$ cat src/rtl/draw_fb_tile.sv
// Framebuffer tile blitter: copies one 8x8 or 16x16 sprite-sheet tile into the framebuffer.
// Optional build macro TRANSPARENT_EN suppresses writes of pixels equal to TRANSP_KEY.
module draw_fb_tile #(
  parameter int unsigned FB_WIDTH  = 168,
  parameter int unsigned FB_HEIGHT = 104,
  parameter int unsigned SHEET_W   = 128,
  parameter int unsigned PIX_W     = 4,
  parameter int unsigned FB_AW     = 15,
  parameter int unsigned SP_AW     = 14,
  parameter logic [PIX_W-1:0] TRANSP_KEY = {PIX_W{1'b0}}
) (
  input  logic             Clk,
  input  logic             RESET_N,
  input  logic             Draw_FB_EN,
  input  logic [7:0]       NewDrawX,
  input  logic [7:0]       NewDrawY,
  input  logic [6:0]       NewSpriteX,
  input  logic [6:0]       NewSpriteY,
  input  logic             is_8,
  output logic [SP_AW-1:0] sprite_addr,
  input  logic [PIX_W-1:0] sprite_data,
  output logic             fb_we,
  output logic [FB_AW-1:0] fb_addr,
  output logic [PIX_W-1:0] fb_data,
  output logic             Done_Draw_FB
);

  localparam logic [1:0] ST_IDLE  = 2'd0;
  localparam logic [1:0] ST_FETCH = 2'd1;
  localparam logic [1:0] ST_DRAIN = 2'd2;
  localparam logic [1:0] ST_DONE  = 2'd3;

  localparam logic [15:0] SHEET_W16 = 16'(SHEET_W);
  localparam logic [17:0] FB_W18    = 18'(FB_WIDTH);
  localparam logic [8:0]  FB_W9     = 9'(FB_WIDTH);
  localparam logic [8:0]  FB_H9     = 9'(FB_HEIGHT);

`ifdef TRANSPARENT_EN
  localparam logic TRANSP_ON = 1'b1;
`else
  localparam logic TRANSP_ON = 1'b0;
`endif

  logic [1:0]       state_r;
  logic [7:0]       pix_cnt_r;
  logic [7:0]       dx_r, dy_r;
  logic [6:0]       sx_r, sy_r;
  logic             is8_r;
  logic [SP_AW-1:0] sprite_addr_r;
  logic             fb_we_r;
  logic [FB_AW-1:0] fb_addr_r;
  logic             done_r;

  logic [7:0]       n_last_s;
  logic [7:0]       nxt_cnt_s;
  logic [7:0]       cur_rc_s, nxt_rc_s;
  logic [SP_AW-1:0] nxt_saddr_s;
  logic [8:0]       x9_s, y9_s;
  logic             in_bounds_s;
  logic [FB_AW-1:0] dest_addr_s;
  logic             keep_s;

  // Pixel index -> {row, col} for the active tile size.
  function automatic logic [7:0] pix_rc(input logic [7:0] cnt, input logic is8);
    if (is8) begin
      return {1'b0, cnt[5:3], 1'b0, cnt[2:0]};
    end else begin
      return {cnt[7:4], cnt[3:0]};
    end
  endfunction

  function automatic logic [SP_AW-1:0] sheet_addr(input logic [6:0] sx, input logic [6:0] sy,
                                                  input logic [3:0] col, input logic [3:0] row);
    logic [15:0] y_s;
    logic [15:0] x_s;
    y_s = {9'd0, sy} + {12'd0, row};
    x_s = {9'd0, sx} + {12'd0, col};
    return SP_AW'(y_s * SHEET_W16 + x_s);
  endfunction

  // Pixel decode, next read address, destination address and clip test.
  always_comb begin
    n_last_s    = is8_r ? 8'd63 : 8'd255;
    nxt_cnt_s   = pix_cnt_r + 8'd1;
    cur_rc_s    = pix_rc(pix_cnt_r, is8_r);
    nxt_rc_s    = pix_rc(nxt_cnt_s, is8_r);
    nxt_saddr_s = sheet_addr(sx_r, sy_r, nxt_rc_s[3:0], nxt_rc_s[7:4]);
    // 9-bit sums so tiles hanging off the right/bottom edge clip instead of wrapping
    x9_s        = {1'b0, dx_r} + {5'd0, cur_rc_s[3:0]};
    y9_s        = {1'b0, dy_r} + {5'd0, cur_rc_s[7:4]};
    in_bounds_s = (x9_s < FB_W9) && (y9_s < FB_H9);
    dest_addr_s = FB_AW'({9'd0, y9_s} * FB_W18 + {9'd0, x9_s});
  end

  // Control FSM, request latches and sprite read address.
  always_ff @(posedge Clk or negedge RESET_N) begin
    if (!RESET_N) begin
      state_r       <= ST_IDLE;
      pix_cnt_r     <= 8'd0;
      dx_r          <= 8'd0;
      dy_r          <= 8'd0;
      sx_r          <= 7'd0;
      sy_r          <= 7'd0;
      is8_r         <= 1'b0;
      sprite_addr_r <= {SP_AW{1'b0}};
    end else begin
      case (state_r)
        ST_IDLE: begin
          if (Draw_FB_EN) begin
            dx_r          <= NewDrawX;
            dy_r          <= NewDrawY;
            sx_r          <= NewSpriteX;
            sy_r          <= NewSpriteY;
            is8_r         <= is_8;
            pix_cnt_r     <= 8'd0;
            sprite_addr_r <= sheet_addr(NewSpriteX, NewSpriteY, 4'd0, 4'd0);
            state_r       <= ST_FETCH;
          end else begin
            state_r       <= ST_IDLE;
          end
        end
        ST_FETCH: begin
          pix_cnt_r <= nxt_cnt_s;
          if (pix_cnt_r == n_last_s) begin
            sprite_addr_r <= {SP_AW{1'b0}};
            state_r       <= ST_DRAIN;
          end else begin
            sprite_addr_r <= nxt_saddr_s;
            state_r       <= ST_FETCH;
          end
        end
        ST_DRAIN: state_r <= ST_DONE;
        ST_DONE:  state_r <= ST_IDLE;
        default:  state_r <= ST_IDLE;
      endcase
    end
  end

  // Write pipe: the read issued this cycle is written next cycle when ROM data arrives.
  always_ff @(posedge Clk or negedge RESET_N) begin
    if (!RESET_N) begin
      fb_we_r   <= 1'b0;
      fb_addr_r <= {FB_AW{1'b0}};
    end else if (state_r == ST_FETCH) begin
      fb_we_r   <= in_bounds_s;
      fb_addr_r <= dest_addr_s;
    end else begin
      fb_we_r   <= 1'b0;
    end
  end

  // Tile-complete pulse, high for the single DONE cycle.
  always_ff @(posedge Clk or negedge RESET_N) begin
    if (!RESET_N) begin
      done_r <= 1'b0;
    end else begin
      done_r <= (state_r == ST_DRAIN);
    end
  end

  assign keep_s       = !TRANSP_ON || (sprite_data != TRANSP_KEY);
  assign sprite_addr  = sprite_addr_r;
  assign fb_we        = fb_we_r & keep_s;
  assign fb_addr      = fb_addr_r;
  // ROM data is already registered; gating keeps fb_data at zero outside write cycles
  assign fb_data      = fb_we_r ? sprite_data : {PIX_W{1'b0}};
  assign Done_Draw_FB = done_r;

endmodule

$ cat config.mk
export PLATFORM = sky130hd
export DESIGN_NAME = draw_fb_tile
export DESIGN_NICKNAME = d
export VERILOG_FILES = /design/src/rtl/draw_fb_tile.sv
export SDC_FILE = /design/constraint.sdc
export NUM_CORES = 1
export LEC_CHECK = 0
export BUFFER_PORTS_ARGS = -buffer_cell sky130_fd_sc_hd__buf_2
export CAP_MARGIN = 20
export CORE_MARGIN = 3
export CORE_UTILIZATION = 32
export DETAILED_ROUTE_END_ITERATION = 7
export SETUP_SLACK_MARGIN = 0.05
export SLEW_MARGIN = 20
export SYNTH_ARGS = -nofsm -noshare
export SYNTH_HDL_FRONTEND = slang
export SYNTH_SLANG_ARGS = --single-unit
$ cat constraint.sdc
create_clock -name Clk -period 6.8 [get_ports Clk]
set_input_delay 1.36 -clock Clk [delete_from_list [all_inputs] [get_ports Clk]]
set_output_delay 1.36 -clock Clk [all_outputs]
set_load 0.02 [all_outputs]
## Word level (Yosys, flattened, before mapping)

Cells that the tools add are included.

- Flip-flop bits (word level): 72
- Bits in latches: 0
- RAM bits: 0
- Bits in read-only memories: 0
- Input port bits: 38
- Output and inout bits: 35
- Logic and storage cells: 45
- Memories kept: 0

- Add/sub/neg operators: 8
- Multiply operators: 1
- Div/mod/pow operators: 0
- Order comparisons: 2
- Eq/ne operators: 5
- Shift-type cells: 0
- Multiplexer cells: 13
- Bitwise operators: 0
- Reduce and logical (&&, ||, !) cells: 5

Operators by type and width:

| kind | count |
|---|---|
| 8-bit 2-to-1 mux | 4 |
| 14-bit 2-to-1 mux | 2 |
| 14-bit case mux with 2 select lines | 1 |
| 8-bit by 4-bit adder with 9-bit output | 2 |
| 8-bit case mux with 2 select lines | 1 |
| 15-bit by 9-bit adder with 15-bit output | 1 |
| 14-bit by 7-bit adder with 14-bit output | 1 |
| 14-bit by 8-bit adder with 14-bit output | 1 |
| 9-bit by 5-bit multiplier with 12-bit output, second input constant | 1 |
| 9-bit by 7-bit < comparator with 1-bit output, second input constant | 1 |
| 9-bit by 8-bit < comparator with 1-bit output, second input constant | 1 |
| 7-bit by 4-bit adder with 8-bit output | 1 |
| 8-bit by 1-bit adder with 8-bit output, second input constant | 1 |
| 8-bit equality test | 1 |
| 2-bit case mux with 4 select lines | 1 |
| 7-bit by 4-bit adder with 7-bit output | 1 |
| 2-bit equality test, second input constant | 2 |
| 4-bit 2-to-1 mux | 1 |
| 2-bit AND reduction | 2 |
| 2-bit by 1-bit equality test with 1-bit output, second input constant | 1 |
| 2-bit zero test | 1 |
| 1-bit 2-to-1 mux | 2 |
| 2-bit 2-to-1 mux | 1 |
| 2-bit inequality test, second input constant | 1 |
| 2 further kinds | 2 |

## Logic depth before layout (Yosys ltp)

Gate-level depths: netlist of run 1.

- Word-level depth: 6
- Depth in mapped cells: 21
- Mapped depth without buffers: 20

## Worst setup path before layout of run 1

No wires, ideal clock.

- Kind: register -> register
- Start: reg is8_r
- End: reg fb_addr_r[14], in the netlist fb_addr[14]
- Library setup time: 0.125 ns
- Arrival time: 5.225 ns
- Required time: 6.675 ns
- Path slack: 1.450 ns
- Cell stages (with the launch flop): 18
- Buffers on the path: 1
- Clock period less this slack: 5.350 ns
- Cells stage by stage: dfrtp_1 > clkbuf_1 > mux2_2 > fa_1 > a21o_1 > a21oi_1 > xnor2_1 > ha_1 > ha_1 > fa_1 > ha_1 > a21o_2 > a221oi_2 > xnor2_1 > nand3_1 > nor4b_2 > xnor3_1 > mux2_4

- Longest elaborated chain between the ends: 4
- Elaborated cells between the ends (all ways): 5
- Classes of those cells: add/sub: 3; mul: 1; mux: 1

RTL lines:

| what | line | source |
|---|---|---|
| start, declared | 48 | `logic is8_r;` |
| start signal, assigned | 114 | `is8_r <= is_8;` |
| 8-bit 2-to-1 mux * | 65 | `if (is8) begin` |
| 8-bit by 4-bit adder with 9-bit output | 90 | `y9_s = {1'b0, dy_r} + {5'd0, cur_rc_s[7:4]};` |
| 9-bit by 5-bit multiplier with 12-bit output | 92 | `dest_addr_s = FB_AW'({9'd0, y9_s} * FB_W18 + {9'd0, x9_s});` |
| 15-bit by 9-bit adder with 15-bit output * | 92 |  |
| end signal, assigned | 143 | `fb_addr_r <= {FB_AW{1'b0}};` |
| end signal, assigned | 146 | `fb_addr_r <= dest_addr_s;` |
| end, declared | 51 | `logic [FB_AW-1:0] fb_addr_r;` |

Mark *: on every way between the ends. The rest lies on a longest branch, timed or not.
A chain may end at the register's enable or synchronous reset.

## Worst setup path in the final report of run 1

Ends and elaborated chain as after synthesis.

==> metrics, run 1 <==
status completed; first-pass GRT wire length 19.3 mm; Worst Path Arrival 6030 ps; DIE HEIGHT 131 um; Clk Latency, worst-skew pair 340 ps; RSZ-0062 raised after global routing no; Clock Pin Slew Worst Setup and Hold Paths 60 ps; IO Pins 73; Primary FF master, synth dfrtp_1; synth unique cells 48; Max Cap Violations 0; DR pass1 iterations 5; Ys Warns 0; drt total wl 11.6 mm; TritonCTS Buffers 9; die area 17200 um^2; die width 131 um; mean number of vias per cell 4.82; Tmin final 5820 ps; Post-CTS Resized 0; CTS tree yes; element type at the critical path start flop; largest net degree at the start of global routing 73; hpwl dp 8.66 mm; final hold violations 0; # hold bufs at CTS 0; Layout Skew 6.22 ps; most common cell after layout, fill and taps aside nand2_1; # setup viols final 0; Clock Tree Root clkbuf_16; critical path type reg2reg; first-iteration detailed-routing DRC count 167; Post-CTS Setup Inserts 0; footprint of the multi-input gates 2990 um^2; Post-synth ARST share 100%; syn_area_per_cell 8.77 um^2; Post-Syn Nets 664; number of routed nets with antenna violations 0; Core ar. 15300 um^2; CP endpoint kind flop; H-tree levels 3; Cell Area, Synth 5000 um^2; DR WL/cell 13.6 um; Max Buffers Root-to-Sink 2; cells after synthesis 570; EDFF count, synth 0; Starting Density 32.8%; Fin Setup TNS 0 ps; FF+latch count, synth 72; fin nets 729; initial antenna violation count 0; worst min path class reg2reg; commonest non-fill, non-tap cells in the layout 127 x nand2_1, 72 x dfrtp_1, 71 x buf_2; vias in the first global route 4065; Vias 4105; Rows 45; drt drc 0; layout filler cell count 1556; sequential cell area 1800 um^2; Slew Limit Headroom 36.3%; clk sinks 72; Tcrit/Tclk final 85.5%; Seq/Total Area, Yosys 36.0%; FMAX 172 MHz; worst slew pin tran 955 ps; total global-route track usage 14.1%; port bufs 72; Max FO, Critical Path 12; GRT overflow 0; final slew viol count 0; worst path required time 7020 ps; Inserted Diodes 0; proportion of layout cells with a drive suffix above 1 15.9%; Layout area overhead 16.9%; Routability Congestion 0.829
==> logic make-up (layout without fill, tap and decap cells) <==
group / after synthesis / after routing / synth area share [%]
AOI/OAI and AO/OA: 132 / 132 / 16.2
xor gates and xnor gates: 54 / 54 / 9.74
adders and majority gates: 56 / 56 / 15.4
buffers and inverters: 57 / 127 / 4.28
DFF: 72 / 72 / 36.0
muxes: 7 / 7 / 1.60
and+or+nand+nor: 192 / 192 / 16.7
==> final cells by class <==
| class | count | share of cell area (%) |
|---|---|---|
| clock buffer | 11 | 3.98 |
| tap | 211 | 4.52 |
| multi-input combinational | 441 | 51.1 |
| timing repair buffer | 76 | 6.72 |
| sequential | 72 | 30.8 |
| inverter | 35 | 2.25 |
| clock inverter | 5 | 0.578 |
==> worst paths after layout <==
path                             start  slack [ps]      endpoint  cells past startpoint
min in group asynchronous      RESET_N        1140   fb_addr[14]                      1
min reg2reg                fb_addr[13]         470   fb_addr[13]                      2
max                              is8_r         980   fb_addr[14]                     17
max reg2reg                      is8_r         980   fb_addr[14]                     17
max in group asynchronous      RESET_N        5000  pix_cnt_r[7]                      1
min                        fb_addr[13]         470   fb_addr[13]                      2
==> registers in the layout, indices dropped and copies added (netlist names), named ones only <==
name / count
Done_Draw_FB: 1
dx_r: 8
dy_r: 8
fb_addr: 15
fb_we: 1
is8_r: 1
pix_cnt_r: 8
sprite_addr: 14
state_r: 1
sx_r: 7
sy_r: 7
==> synth_stat cells, types with 12 or more instances <==
library cell / n / area (um^2)
dfrtp_1: 72 / 1800
nor2_1: 17 / 63.8
clkbuf_1: 19 / 71.3
o21a_1: 13 / 97.6
xor2_1: 27 / 236
xnor2_1: 26 / 228
o21ai_0: 62 / 310
nand3_1: 12 / 60.1
a21oi_1: 19 / 95.1
nand2_1: 127 / 477
inv_1: 35 / 131
ha_1: 47 / 588
==> metrics by stage <==
step	cells	area (um^2)	setup WS (ps)	hold WS (ps)	utilization [%]
2_1_floorplan	570	5000	1450	452	-
3_3_place_gp	835	5580	1150	455	36.6
3_5_place_dp	835	5580	989	466	36.6
4_1_cts	851	5840	961	478	38.3
5_1_grt	851	5840	648	498	38.3
6_report	851	5840	983	468	38.3
==> layer usage <==
| metal | global-route usage [%] | up-vias | wire (um) |
|---|---|---|---|
| li1 | - | 2062 | - |
| met1 | 17.6 | 1952 | 5230 |
| met2 | 24.9 | 80 | 5730 |
| met3 | 3.21 | 11 | 478 |
| met4 | 3.33 | 0 | 109 |
| met5 | 0 | - | 0 |
==> worst max-delay path: stages (launching register included) <==
cell and delay [ps]:
dfrtp_1 560, mux2_2 380, ha_1 230, fa_1 420, a21o_1 170, a21oi_1 370, xnor2_1 210, ha_1 280
ha_1 330, fa_1 470, ha_1 380, a21o_2 240, a221oi_2 360, xnor2_1 200, nand3_1 170, nor4b_2 290
xnor3_1 370, mux2_4 260
Power of run 1 is left out: the tool's default activity adds up to more than one toggle a clock period on the data nets, which glitch-free logic cannot reach.
==> inputs of run 2 (changes only) <==
--- a/config.mk
+++ b/config.mk
@@ -7,6 +7,7 @@
 export LEC_CHECK = 0
 export BUFFER_PORTS_ARGS = -buffer_cell sky130_fd_sc_hd__buf_2
 export CAP_MARGIN = 20
+export CORE_ASPECT_RATIO = 2
 export CORE_MARGIN = 3
 export CORE_UTILIZATION = 32
 export DETAILED_ROUTE_END_ITERATION = 7
==> run 2 against run 1 <==
  * Maximum frequency shrank 0.75%
  * First-iteration DRC count shrank 13%
  * Global-route usage grew 1.1 points
  * Critical endpoint unchanged
==> metrics, run 2 (synthesized netlist as in run 1, its figures left out) <==
worst min path class reg2reg (unchanged); Layout Skew 7.97 ps (was 6.22 ps); r2r setup slk 940 ps (was 980 ps); FMAX 171 MHz (was 172 MHz); # setup viols final 0 (unchanged); worst reg2reg startpoint is8_r (unchanged); Routability Congestion 0.822 (was 0.829); CP endpoint kind flop (unchanged); Max FO, Critical Path 12 (unchanged); Clock Tree Root clkbuf_16 (unchanged); largest net degree at the start of global routing 73 (unchanged); proportion of layout cells with a drive suffix above 1 15.9% (about the same); RSZ-0062 raised after global routing no (unchanged); DR pass1 iterations 4 (was 5); WHS Path Cells 2 (unchanged); commonest non-fill, non-tap cells in the layout 127 x nand2_1, 72 x dfrtp_1, 71 x buf_2 (unchanged); Inserted Diodes 0 (unchanged); Slew Limit Headroom 34.7% (was 36.3%); hpwl dp 9.59 mm (was 8.66 mm); final slew viol count 0 (unchanged); die width 94.4 um (was 131 um); GRT overflow 0 (unchanged); initial antenna violation count 0 (unchanged); Post-CTS Setup Inserts 0 (unchanged); Rows 64 (was 45); Fin Setup TNS 0 ps (unchanged); CTS tree yes (unchanged); Max Buffers Root-to-Sink 2 (unchanged); vias in the first global route 4290 (was 4065); DR WL/cell 14.9 um (was 13.6 um); fin cells 835 (was 851); most common cell after layout, fill and taps aside nand2_1 (unchanged); H-tree levels 3 (unchanged); Vias 4108 (was 4105); status completed (unchanged); Tmin final 5860 ps (was 5820 ps); IO Pins 73 (unchanged); fin nets 727 (was 729); placed cells 820 (was 835); TritonCTS Buffers 9 (unchanged); Core ar. 15300 um^2 (about the same); drt drc 0 (unchanged); clk sinks 72 (unchanged); Critical Path Slowest Stage Cell dfrtp_1 (unchanged); min-delay src fb_addr[12] (was fb_addr[13]); Layout area overhead 17.4% (was 16.9%); total global-route track usage 15.3% (was 14.1%); Tcrit/Tclk final 86.2% (was 85.5%); mean number of vias per cell 4.92 (was 4.82); worst path required time 7020 ps (about the same); Top cell by count, worst path ha_1 (unchanged); number of routed nets with antenna violations 0 (unchanged); Max Cap Violations 0 (unchanged); first-pass GRT wire length 20.6 mm (was 19.3 mm); slowest cell delay on critical path 570 ps (was 560 ps); # hold bufs at CTS 0 (unchanged); Post-CTS Resized 0 (unchanged); first-iteration detailed-routing DRC count 146 (was 167); worst hold endpoint fb_addr[12] (was fb_addr[13]); max reg flops 15 (unchanged); element type at the critical path start flop (unchanged); crit-path cells mux2_2 > ha_1 > fa_1 > a21o_1 > a21oi_1 > xnor2_1 > ha_1 > ha_1 > fa_1 > ha_1 > a21o_2 > a221oi_2 > xnor2_1 > nand3_1 > nor4b_2 > xnor3_1 > mux2_4 (unchanged); DIE HEIGHT 183 um (was 131 um); die area 17200 um^2 (about the same); Clock Pin Slew Worst Setup and Hold Paths 60 ps (about the same); Worst Path Arrival 6080 ps (was 6030 ps); Starting Density 32.7% (was 32.8%); worst slew pin tran 977 ps (was 955 ps); final hold violations 0 (unchanged); Reg-to-Reg End fb_addr[14] (unchanged); port bufs 72 (unchanged); critical path type reg2reg (unchanged); Clk Latency, worst-skew pair 340 ps (about the same); drt total wl 12.4 mm (was 11.6 mm); R2R cell count 17 (unchanged)
-- run 2: changes by cell type in the layout (fill, tap and decap cells not counted), sizes merged --
| cell | previous run | this run |
|---|---|---|
| clkinvlp | 2 | 0 |
| buf | 76 | 74 |
| clkinv | 3 | 1 |
| bufinv | 0 | 2 |
| clkbuf | 11 | 12 |
-- run 2: final cells by class --
cell class                      count  area [um^2]
Fill cell                        1556         9420
Multi-Input combinational cell    441         2990
Tap cell                          198          248
Inverter                           35          131
Sequential cell                    72         1800
Clock inverter                      3         65.1
Timing Repair Buffer               74          378
Clock buffer                       12          256
-- run 2: through the flow --
stage	area, um^2	hold slack [ps]	setup WS (ps)	utilization [%]
final	5870	469	939	38.4
after global routing	5870	497	551	38.4
after CTS	5870	478	964	38.4
after detailed placement	5550	465	1010	36.3
after global placement	5550	456	1160	36.3
after floorplan	5000	452	1450	-
-- run 2: routing by layer --
metal	wire length, um	vias up	GRT usage (%)
li1	-	2050	-
met1	4580	1958	15.7
met2	7140	80	29.5
met3	397	20	2.87
met4	287	0	5.96
met5	0	-	0
-- run 2: worst max path at each step --
stage,from,end,slack (ps),depth (start not counted)
after detailed placement,is8_r,fb_addr[14],1010,17
after floorplan,is8_r,fb_addr[14],1450,17
after global placement,is8_r,fb_addr[14],1160,17
final,is8_r,fb_addr[14],940,17
after CTS,is8_r,fb_addr[14],960,17
after global routing,is8_r,fb_addr[14],550,20
-- run 2: worst max-delay path: cells and delay by family, from the launching register on --
kind | cells | cell delay (ps)
adder cells (fa/ha/maj) | 6 | 2080
AO/OA/AOI/OAI | 4 | 1180
XOR/XNOR | 3 | 810
multiplexers | 2 | 660
flip-flops | 1 | 570
AND/OR/NAND/NOR | 2 | 460
Power of run 2 is left out for the same reason.
==> inputs of run 3 (changes only) <==
--- a/config.mk
+++ b/config.mk
@@ -10,6 +10,7 @@
 export CORE_ASPECT_RATIO = 2
 export CORE_MARGIN = 3
 export CORE_UTILIZATION = 32
+export CTS_BUF_LIST = sky130_fd_sc_hd__clkbuf_16
 export DETAILED_ROUTE_END_ITERATION = 7
 export SETUP_SLACK_MARGIN = 0.05
 export SLEW_MARGIN = 20
==> run 3 against run 2 <==
  * Worst setup slack worse by 27 ps
  * Sequential cell count unchanged
  * Count of clock-buffer cells in the layout down 3
  * Final cell count unchanged
  * Critical endpoint unchanged
==> metrics, run 3 (synthesized netlist as in run 1, its figures left out) <==
worst slew pin tran 983 ps (was 977 ps); TritonCTS Buffers 9 (unchanged); Clk Latency, worst-skew pair 340 ps (about the same); layout filler cell count 1563 (was 1556); H-tree levels 3 (unchanged); die width 94.4 um (unchanged); Routability Congestion 0.822 (unchanged); CTS tree yes (unchanged); FMAX 170 MHz (was 171 MHz); slowest cell delay on critical path 580 ps (was 570 ps); Clock Tree Root clkbuf_16 (unchanged); Tcrit/Tclk final 86.6% (was 86.2%); Post-CTS Resized 0 (unchanged); Max Buffers Root-to-Sink 2 (unchanged); final slew viol count 0 (unchanged); R2R cell count 17 (unchanged); port bufs 72 (unchanged); most common cell after layout, fill and taps aside nand2_1 (unchanged); initial antenna violation count 0 (unchanged); IO Pins 73 (unchanged); DIE HEIGHT 183 um (unchanged); Critical Path Slowest Stage Cell dfrtp_1 (unchanged); footprint of the multi-input gates 2990 um^2 (unchanged); Post-CTS Setup Inserts 0 (unchanged); GRT overflow 0 (unchanged); final hold violations 0 (unchanged); mean number of vias per cell 4.92 (about the same); Inserted Diodes 0 (unchanged); RSZ-0062 raised after global routing no (unchanged); Layout area overhead 17.0% (was 17.4%); status completed (unchanged); sequential cell area 1800 um^2 (unchanged); Clock Pin Slew Worst Setup and Hold Paths 60 ps (about the same); first-iteration detailed-routing DRC count 148 (was 146); drt total wl 12.5 mm (was 12.4 mm); Top cell by count, worst path ha_1 (unchanged); largest net degree at the start of global routing 73 (unchanged); drt drc 0 (unchanged); DR pass1 iterations 4 (unchanged); number of routed nets with antenna violations 0 (unchanged); CP endpoint kind flop (unchanged); max reg flops 15 (unchanged); hpwl dp 9.59 mm (unchanged); WHS Path Cells 2 (unchanged); Slew Limit Headroom 34.4% (was 34.7%); Max Cap Violations 0 (unchanged); # setup viols final 0 (unchanged); Worst Path Arrival 6110 ps (was 6080 ps); Fin Setup TNS 0 ps (unchanged); Starting Density 32.7% (unchanged); Max FO, Critical Path 12 (unchanged); Vias 4110 (was 4108); Core ar. 15300 um^2 (unchanged); crit-path cells mux2_2 > ha_1 > fa_1 > a21o_1 > a21oi_1 > xnor2_1 > ha_1 > ha_1 > fa_1 > ha_1 > a21o_2 > a221oi_2 > xnor2_1 > nand3_1 > nor4b_2 > xnor3_1 > mux2_4 (unchanged); die area 17200 um^2 (unchanged); commonest non-fill, non-tap cells in the layout 127 x nand2_1, 72 x dfrtp_1, 71 x buf_2 (unchanged); proportion of layout cells with a drive suffix above 1 15.5% (was 15.9%); Tmin final 5890 ps (was 5860 ps); total global-route track usage 15.4% (was 15.3%); first-pass GRT wire length 20.7 mm (was 20.6 mm); critical path type reg2reg (unchanged); element type at the critical path start flop (unchanged); worst min path class reg2reg (unchanged); Rows 64 (unchanged); fin nets 727 (unchanged); Layout Skew 6.65 ps (was 7.97 ps); # hold bufs at CTS 0 (unchanged); fin util 38.3% (was 38.4%); worst path required time 7020 ps (about the same); DR WL/cell 15.0 um (was 14.9 um); vias in the first global route 4295 (was 4290); clk sinks 72 (unchanged)
[run 3: per-layer routing]
metal  part of all wire, %  vias up  global-route usage (%)
met2                    58       70                    29.7
met3                   2.7       18                    2.87
met5                     0        -                       0
li1                      -     2050                       -
met1                    37     1972                    15.8
met4                   2.2        0                    5.96
[run 3: area by class of cell]
class                   instances  area share, %
flip-flops and latches         72           30.8
inverters                      35           2.25
multi-input cells             441           51.1
well taps                     198           4.23
clock inverters                 6           1.30
clock buffers                   9           3.85
repair buffers                 74           6.46
[run 3: worst paths after layout]
| check | from | endpoint | slack, ps |
|---|---|---|---|
| setup reg to reg | is8_r | fb_addr[14] | 910 |
| max in group asynchronous | RESET_N | sprite_addr[0] | 5030 |
| min in group asynchronous | RESET_N | fb_we | 1170 |
| setup / recovery | is8_r | fb_addr[14] | 910 |
| hold reg to reg | fb_addr[12] | fb_addr[12] | 470 |
| hold / removal | fb_addr[12] | fb_addr[12] | 470 |
[run 3: critical path: cells and delay by family, from the launching register on]
family | cells | cell delay, ps
flops | 1 | 580
mux | 2 | 650
fa+ha+maj | 6 | 2080
compound gates | 4 | 1190
simple gates | 2 | 460
xor+xnor | 3 | 810
[run 3: metrics by stage]
stage	area (um^2)	worst slack [ps]	std cells	hold WS, ps
detailed placement	5550	1010	820	465
global placement	5550	1160	820	456
CTS	5850	943	835	478
finish	5850	911	835	469
floorplan	5000	1450	570	452
global route	5850	508	835	497
Power of run 3 is left out for the same reason.
